[src/rtl/alu_serial_driver_if.sv]
// Pin bundle between the serial driver and the 4-bit ALU / harness.
// The master view belongs to the driver; the slave view belongs to whatever feeds SIN and provides C.
interface alu_serial_driver_if;
   logic SIN;
   logic SIN_VALID;
   logic A0;
   logic A1;
   logic A2;
   logic A3;
   logic B0;
   logic B1;
   logic B2;
   logic B3;
   logic CTRL0;
   logic CTRL1;
   logic C0;
   logic C1;
   logic C2;
   logic C3;
   logic SOUT;
   logic SOUT_VALID;
   logic DONE;
   logic BUSY;

   modport master (
      input  SIN, SIN_VALID, C0, C1, C2, C3,
      output A0, A1, A2, A3, B0, B1, B2, B3, CTRL0, CTRL1,
      output SOUT, SOUT_VALID, DONE, BUSY
   );

   modport slave (
      output SIN, SIN_VALID, C0, C1, C2, C3,
      input  A0, A1, A2, A3, B0, B1, B2, B3, CTRL0, CTRL1,
      input  SOUT, SOUT_VALID, DONE, BUSY
   );
endinterface

[src/rtl/alu_serial_driver.sv]
// Serial front end for the 4-bit ALU: loads a 10-bit operand frame, drives the ALU pins,
// waits SETTLE_CYCLES, samples C3..C0 and returns the result LSB first.
module alu_serial_driver #(
   parameter int unsigned SETTLE_CYCLES = 2
) (
   input logic CLK,
   input logic RST,
`ifdef USE_POWER_PINS
   inout wire  vccd1,
   inout wire  vssd1,
`endif
   alu_serial_driver_if.master bus
);

   typedef enum logic [1:0] {
      IDLE,
      LOAD,
      SETTLE,
      SHIFT_OUT
   } state_t;

   localparam logic [3:0] SETTLE_LAST = 4'(SETTLE_CYCLES - 1);

   state_t     state_q,     state_d;
   logic [8:0] shadow_q,    shadow_d;
   logic [3:0] bitCnt_q,    bitCnt_d;
   logic [9:0] pins_q,      pins_d;
   logic [3:0] settleCnt_q, settleCnt_d;
   logic [3:0] result_q,    result_d;
   logic [1:0] outIdx_q,    outIdx_d;
   logic       sout_q,      sout_d;
   logic       soutValid_q, soutValid_d;
   logic       done_q,      done_d;
   logic       busy_q,      busy_d;

   // All state, including the driven pins and serial outputs, clears the instant RST rises.
   always_ff @(posedge CLK or posedge RST) begin
      if (RST) begin
         state_q     <= IDLE;
         shadow_q    <= '0;
         bitCnt_q    <= '0;
         pins_q      <= '0;
         settleCnt_q <= '0;
         result_q    <= '0;
         outIdx_q    <= '0;
         sout_q      <= 1'b0;
         soutValid_q <= 1'b0;
         done_q      <= 1'b0;
         busy_q      <= 1'b0;
      end else begin
         state_q     <= state_d;
         shadow_q    <= shadow_d;
         bitCnt_q    <= bitCnt_d;
         pins_q      <= pins_d;
         settleCnt_q <= settleCnt_d;
         result_q    <= result_d;
         outIdx_q    <= outIdx_d;
         sout_q      <= sout_d;
         soutValid_q <= soutValid_d;
         done_q      <= done_d;
         busy_q      <= busy_d;
      end
   end

   // Bits 0..8 shift in at the top of the shadow so bit 0 ends up at index 0; bit 9 goes
   // straight to the pins together with the shadow, so the pins never show a partial frame.
   always_comb begin
      state_d     = state_q;
      shadow_d    = shadow_q;
      bitCnt_d    = bitCnt_q;
      pins_d      = pins_q;
      settleCnt_d = settleCnt_q;
      result_d    = result_q;
      outIdx_d    = outIdx_q;
      sout_d      = sout_q;
      soutValid_d = soutValid_q;
      done_d      = 1'b0;
      busy_d      = busy_q;

      unique case (state_q)
         IDLE: begin
            if (bus.SIN_VALID) begin
               shadow_d = {bus.SIN, shadow_q[8:1]};
               bitCnt_d = 4'd1;
               busy_d   = 1'b1;
               state_d  = LOAD;
            end
         end

         LOAD: begin
            if (bus.SIN_VALID) begin
               if (bitCnt_q == 4'd9) begin
                  pins_d      = {bus.SIN, shadow_q};
                  bitCnt_d    = 4'd0;
                  settleCnt_d = 4'd0;
                  state_d     = SETTLE;
               end else begin
                  shadow_d = {bus.SIN, shadow_q[8:1]};
                  bitCnt_d = bitCnt_q + 4'd1;
               end
            end
         end

         SETTLE: begin
            if (settleCnt_q == SETTLE_LAST) begin
               result_d    = {bus.C3, bus.C2, bus.C1, bus.C0};
               sout_d      = bus.C0;
               soutValid_d = 1'b1;
               outIdx_d    = 2'd0;
               state_d     = SHIFT_OUT;
            end else begin
               settleCnt_d = settleCnt_q + 4'd1;
            end
         end

         SHIFT_OUT: begin
            if (outIdx_q == 2'd3) begin
               sout_d      = 1'b0;
               soutValid_d = 1'b0;
               busy_d      = 1'b0;
               state_d     = IDLE;
            end else begin
               outIdx_d = outIdx_q + 2'd1;
               sout_d   = result_q[outIdx_q + 2'd1];
               done_d   = (outIdx_q == 2'd2);
            end
         end

         default: begin
            state_d = IDLE;
         end
      endcase
   end

   assign bus.A0         = pins_q[0];
   assign bus.A1         = pins_q[1];
   assign bus.A2         = pins_q[2];
   assign bus.A3         = pins_q[3];
   assign bus.B0         = pins_q[4];
   assign bus.B1         = pins_q[5];
   assign bus.B2         = pins_q[6];
   assign bus.B3         = pins_q[7];
   assign bus.CTRL0      = pins_q[8];
   assign bus.CTRL1      = pins_q[9];
   assign bus.SOUT       = sout_q;
   assign bus.SOUT_VALID = soutValid_q;
   assign bus.DONE       = done_q;
   assign bus.BUSY       = busy_q;

endmodule

[src/flat_wrapper.sv]
// flat-port wrapper written by rule: the top's interface ports become plain ports
module alu_serial_driver_flat 
#(
   parameter int unsigned SETTLE_CYCLES = 2
)
  (CLK, RST, bus_SIN, bus_SIN_VALID, bus_C0, bus_C1, bus_C2, bus_C3, bus_A0, bus_A1, bus_A2, bus_A3, bus_B0, bus_B1, bus_B2, bus_B3, bus_CTRL0, bus_CTRL1, bus_SOUT, bus_SOUT_VALID, bus_DONE, bus_BUSY);
  alu_serial_driver_if bus_i ();
  input logic CLK;
  input logic RST;
  input wire logic [$bits(bus_i.SIN)-1:0] bus_SIN;
  input wire logic [$bits(bus_i.SIN_VALID)-1:0] bus_SIN_VALID;
  input wire logic [$bits(bus_i.C0)-1:0] bus_C0;
  input wire logic [$bits(bus_i.C1)-1:0] bus_C1;
  input wire logic [$bits(bus_i.C2)-1:0] bus_C2;
  input wire logic [$bits(bus_i.C3)-1:0] bus_C3;
  output wire logic [$bits(bus_i.A0)-1:0] bus_A0;
  output wire logic [$bits(bus_i.A1)-1:0] bus_A1;
  output wire logic [$bits(bus_i.A2)-1:0] bus_A2;
  output wire logic [$bits(bus_i.A3)-1:0] bus_A3;
  output wire logic [$bits(bus_i.B0)-1:0] bus_B0;
  output wire logic [$bits(bus_i.B1)-1:0] bus_B1;
  output wire logic [$bits(bus_i.B2)-1:0] bus_B2;
  output wire logic [$bits(bus_i.B3)-1:0] bus_B3;
  output wire logic [$bits(bus_i.CTRL0)-1:0] bus_CTRL0;
  output wire logic [$bits(bus_i.CTRL1)-1:0] bus_CTRL1;
  output wire logic [$bits(bus_i.SOUT)-1:0] bus_SOUT;
  output wire logic [$bits(bus_i.SOUT_VALID)-1:0] bus_SOUT_VALID;
  output wire logic [$bits(bus_i.DONE)-1:0] bus_DONE;
  output wire logic [$bits(bus_i.BUSY)-1:0] bus_BUSY;
  assign bus_i.SIN = bus_SIN;
  assign bus_i.SIN_VALID = bus_SIN_VALID;
  assign bus_i.C0 = bus_C0;
  assign bus_i.C1 = bus_C1;
  assign bus_i.C2 = bus_C2;
  assign bus_i.C3 = bus_C3;
  assign bus_A0 = bus_i.A0;
  assign bus_A1 = bus_i.A1;
  assign bus_A2 = bus_i.A2;
  assign bus_A3 = bus_i.A3;
  assign bus_B0 = bus_i.B0;
  assign bus_B1 = bus_i.B1;
  assign bus_B2 = bus_i.B2;
  assign bus_B3 = bus_i.B3;
  assign bus_CTRL0 = bus_i.CTRL0;
  assign bus_CTRL1 = bus_i.CTRL1;
  assign bus_SOUT = bus_i.SOUT;
  assign bus_SOUT_VALID = bus_i.SOUT_VALID;
  assign bus_DONE = bus_i.DONE;
  assign bus_BUSY = bus_i.BUSY;
  alu_serial_driver #(.SETTLE_CYCLES(SETTLE_CYCLES)) u_core (.CLK(CLK), .RST(RST), .bus(bus_i));
endmodule
[config.mk]
export PLATFORM = sky130hd
export DESIGN_NAME = alu_serial_driver_flat
export DESIGN_NICKNAME = d
export VERILOG_FILES = /design/src/rtl/alu_serial_driver_if.sv /design/src/rtl/alu_serial_driver.sv /design/src/flat_wrapper.sv
export SDC_FILE = /design/constraint.sdc
export NUM_CORES = 1
export LEC_CHECK = 0
export BUFFER_PORTS_ARGS = -buffer_cell sky130_fd_sc_hd__buf_2
export CAP_MARGIN = 25
export CELL_PAD_IN_SITES_DETAIL_PLACEMENT = 2
export CELL_PAD_IN_SITES_GLOBAL_PLACEMENT = 2
export CORE_MARGIN = 10
export CORE_UTILIZATION = 40
export DETAILED_ROUTE_END_ITERATION = 7
export HOLD_SLACK_MARGIN = 0.02
export PLACE_DENSITY = 0.89
export RECOVER_POWER = 50
export SLEW_MARGIN = 10
export SYNTH_ARGS = -nofsm -noshare
export SYNTH_HDL_FRONTEND = slang
export SYNTH_SLANG_ARGS = --single-unit
[constraint.sdc]
create_clock -name CLK -period 5.3 [get_ports CLK]
set_input_delay 0.795 -clock CLK [delete_from_list [all_inputs] [get_ports CLK]]
set_output_delay 0.795 -clock CLK [all_outputs]
set_load 0.05 [all_outputs]
# == After elaboration in Yosys (flattened, before gate mapping) ==
# Cells that the tools add are included.
# totals
reg_bits,39
out_inout_bits,14
word_cells,78
# classes
add_sub_neg,3
n_lt_le_gt_ge,1
eq_ne,15
n_mux,33
n_reduce_logical,15
# ops
cell,count
$mux W9,3
$mux W4,6
$pmux W9 S2,1
$pmux W4 S2,2
$reduce_and A3 Y1,5
$mux W2,7
$ne A2 B2 Y1 const B,5
$add A4 B1 Y4 const B,2
$eq A2 B2 Y1 const B,4
$mux W1,8
$pmux W2 S4,1
$reduce_and A4 Y1,2
$reduce_bool A2 Y1,4
$ne A2 B1 Y1 const B,3
$pmux W1 S2,3
$reduce_and A5 Y1,1
$eq A4 B1 Y1 const B,1
$eq A4 B4 Y1 const B,1
$pmux W2 S2,1
$reduce_and A2 Y1,2
$lt A2 B3 Y1 const B,1
$add A2 B1 Y2 const B,1
$bmux W1 S2,1
$eq A2 B1 Y1 const B,1
$logic_not A2 Y1,1

# == Longest topological paths before layout ==
# logic_depth
word_depth,5
mapped_depth,7
depth_no_buf,6

# == Worst setup path before layout ==
# OpenSTA, ideal clock, no wires.
# synth_path
path_type,register to register
start,register u_core.state_q[1]
end,register u_core.state_q[1]
arrival_ps,1608
setup_slack_ps,3567
path_stages_with_launch,8
path_buffers,1
cell_sequence,dfrtp_1 > inv_1 > ha_1 > buf_6 > or2_0 > a221oi_2 > nand2_1 > mux2_4
# synth_between
elab_chain_len,3
word_cells_on_any_way,11
# synth_lines
element,line_no,text
from (decl),alu_serial_driver.sv:24,"state_t state_q, state_d;"
from (signal assigned),alu_serial_driver.sv:51,state_q <= state_d;
"$eq A2 B2 Y1, or another cell as far along",alu_serial_driver.sv:80,unique case (state_q)
$ne A2 B1 Y1 (no source line) / $ne A2 B2 Y1 (equally long branches),-,
$reduce_and A5 Y1 (no source line),-,
# Several ways; a longest one is shown, not always the timed one.
# A chain may end at the register's enable or synchronous reset.

==> impl_metrics.csv <==
group,metric,value,unit
grt,grt_pass1_wl,7250,um
placed_design,place_ws,3080,ps
worst_setup_path,cp_top_family,"buffers and inverters",
run,maxCapViolations,1,
clock_tree,clock_latency,310,ps
worst_setup_path,cp_num_buf_inv,3,
timing,setup_viol,0,
synth,synth_top_area_share,51.6,%
power_and_ir_drop,total_power,1.45,mW
hold_path,holdCritPathClass,"flip-flop to flip-flop",
synth,synth.cell_area,1890,um2
clock_tree,hold_buffers,0,
synth,synthArstFlopShare,100,%
worst_setup_path,start_kind,"input port",
routing,routed_wl,4190,um
power_and_ir_drop,cellPowerDensity,673,nW/um2
clock_tree,cts_tree,"yes",
timing,tightest_slew,2080,ps
placed_design,placed_area,2040,um2
synth,syn_nets,176,
timing,post-route-min-period,2430,ps
cells_and_area,n_fill_cell,460,
floorplan,die_area,7880,um2
placed_design,dp.cells,227,
timing,fin_hold_ws,509,ps
synth,yosysWarningCount,0,
synth,ys.flop_type,"dfrtp_1",
floorplan,die_w,88.8,um
timing,fmax,412,MHz
run_status,status,"finished, violations left",
cells_and_area,fin_cells,235,
clock_tree,cts_buffers,5,
routing,routedWlPerCell,17.8,um
cells_and_area,final_core_util,48.0,%
cells_and_area,final_nets,201,
routing,vias,1269,
clock_tree,cts.sinks,39,
worst_setup_path,cp_max_fo,39,
grt,gr-usage-all-layers,11.8,%
worst_setup_path,end_kind,"async pin",
routing,dr.pass1.iters,4,
timing,hold_violations,0,
grt,grt_pass1_vias,1437,
timing,finalMaxSlewViolations,40,
timing,max-slew-margin-rel,-38.5,%
cells_and_area,area_delta_synth_final,13.7,%
synth,ys_ff_latch,39,
cells_and_area,fin_area,2150,um2
synth,ys_types,40,
placed_design,dp_hpwl,3130,um
placed_design,finalWeightedCongestion,0.792,
clock_tree,cts_buffer_depth,2,
power_and_ir_drop,ir_drop,0.227,mV
floorplan,fp-row-count,24,
floorplan,core_region_area,4470,um2
worst_setup_path,worstPathArrival,2430,ps
timing,rsz0062_at_grt,"false",
synth,synth_area_leader_cell,"dfrtp_1",
clock_tree,cts_setup_buffers,0,
grt,grt_max_degree,40,
synth,syn_inst,157,
power_and_ir_drop,p_leak,1.03,nW
synth,synth_area_per_cell,12.0,um2
routing,viasPerCell,5.40,
worst_setup_path,cp.required,5300,ps
routing,dr.first_iter.drc_count,39,
floorplan,io-pin-count,22,
worst_setup_path,crit_path_cell_trace,"buf_2 > inv_1 > clkbuf_1",
run_status,violations,"capacitance limit, slew limit",
timing,skew,12.8,ps
clock_tree,root_buffer,"clkbuf_8",
timing,finalCritPeriodShare,45.8,%
floorplan,start_util,42.3,%
clock_tree,clk_pin_slew,90,ps
worst_setup_path,regToRegSetupSlack,3120,ps
clock_tree,h-tree-depth,2,
worst_setup_path,worst_path_largest_cell_delay,1480,ps
synth,synth_area_leaders,"dfrtp_1 (52%), mux2_2 (8.3%), ha_1 (7.3%)",
synth,ys_seq_area_share,51.6,%
synth,synth_edf_count,0,
cells_and_area,drive_gt1_share,26.8,%
placed_design,numPortBuffers,21,
floorplan,die_height,88.8,um
routing,ant_nets,0,
worst_setup_path,crit_path_top_delay_cell,"clkbuf_1",
timing,setup_slack,2870,ps
timing,finalSetupTns,0,ps
worst_setup_path,critical_path_class,"input port to async pin",
grt,antenna_found_initial,0,
routing,drc_errors,0,
clock_tree,cts_resized,0,
grt,gr-total-overflow,0,
cells_and_area,antennaDiodeCount,0,
## cells in the final DEF, fill, tap and decap left out, drive strengths merged, types with 2 or more instances in the layout
| cell | Yosys | routed |
|---|---|---|
| dfrtp | 39 | 39 |
| mux2 | 24 | 24 |
| buf | 3 | 19 |
| nand2 | 14 | 14 |
| o21ai | 14 | 14 |
| inv | 12 | 13 |
| ha | 11 | 11 |
| clkbuf | 1 | 8 |
| nor2 | 6 | 6 |
| nor2b | 3 | 3 |
| nand3 | 3 | 3 |
| a21oi | 3 | 3 |
| nand3b | 3 | 3 |
| mux2i | 2 | 2 |
| o21bai | 2 | 2 |
| a221o | 2 | 2 |
## layout make-up
cell class | instances | area [um2] | area share, %
Sequential cell | 39 | 976 | 45.4
Multi-Input combinational cell | 102 | 842 | 39.2
Timing Repair Buffer | 22 | 106 | 4.95
Clock buffer | 5 | 68.8 | 3.20
Tap cell | 52 | 65.1 | 3.03
Clock inverter | 3 | 46.3 | 2.15
Inverter | 12 | 45.0 | 2.10
## registers in the layout, summed over array words and instances, names as in the netlist
register and flops:
u_core.bus.DONE 1, u_core.bus.BUSY 1, u_core.shadow_q 9, u_core.bus.SOUT 1
u_core.state_q 2, u_core.pins_q 10, u_core.settleCnt_q 4, u_core.outIdx_q 2
u_core.result_q 4, u_core.bus.SOUT_VALID 1, u_core.bitCnt_q 4
## cells in the mapped netlist, types with 2 or more instances
| cell type | instances |
|---|---|
| nand3b_1 | 2 |
| o21ai_1 | 5 |
| ha_1 | 11 |
| mux2i_1 | 2 |
| a21oi_1 | 3 |
| mux2_2 | 14 |
| o21bai_1 | 2 |
| inv_1 | 12 |
| nand2_1 | 14 |
| nand3_1 | 3 |
| nor2b_1 | 3 |
| mux2_1 | 9 |
| nor2_1 | 5 |
| dfrtp_1 | 39 |
| o21ai_0 | 8 |
## final timing paths
check,to,startpoint,cells after the start
max,u_core.bitCnt_q[2],RST,3
min,u_core.pins_q[5],u_core.pins_q[5],1
min reg2reg,u_core.pins_q[5],u_core.pins_q[5],1
min in group asynchronous,u_core.pins_q[6],RST,3
max reg2reg,u_core.shadow_q[0],u_core.state_q[1],5
max in group CLK,u_core.shadow_q[0],u_core.state_q[1],5
## cells by family after synthesis
| family | synth area share, % |
|---|---|
| muxes | 16.7 |
| AOI/OAI and AO/OA | 9.79 |
| adders and majority gates | 7.28 |
| and+or+nand+nor | 10.7 |
| DFF | 51.6 |
| buffers and inverters | 3.84 |
## where the power goes
part	internal, mW	leakage, nW	switching [mW]
Combinational	0.251	0.489	0.413
Sequential	0.426	0.488	0.0957
Clock	0.142	0.0548	0.119
## layer usage
layer  vias up  GRT usage, %  wire length, um
li1        593             -                -
met1       649          13.1             1710
met2        20          21.0             2250
met3         7          3.40              162
met4         0          4.41               70
met5         -             0                0
Note: power is estimated with default switching activity, not from simulation.
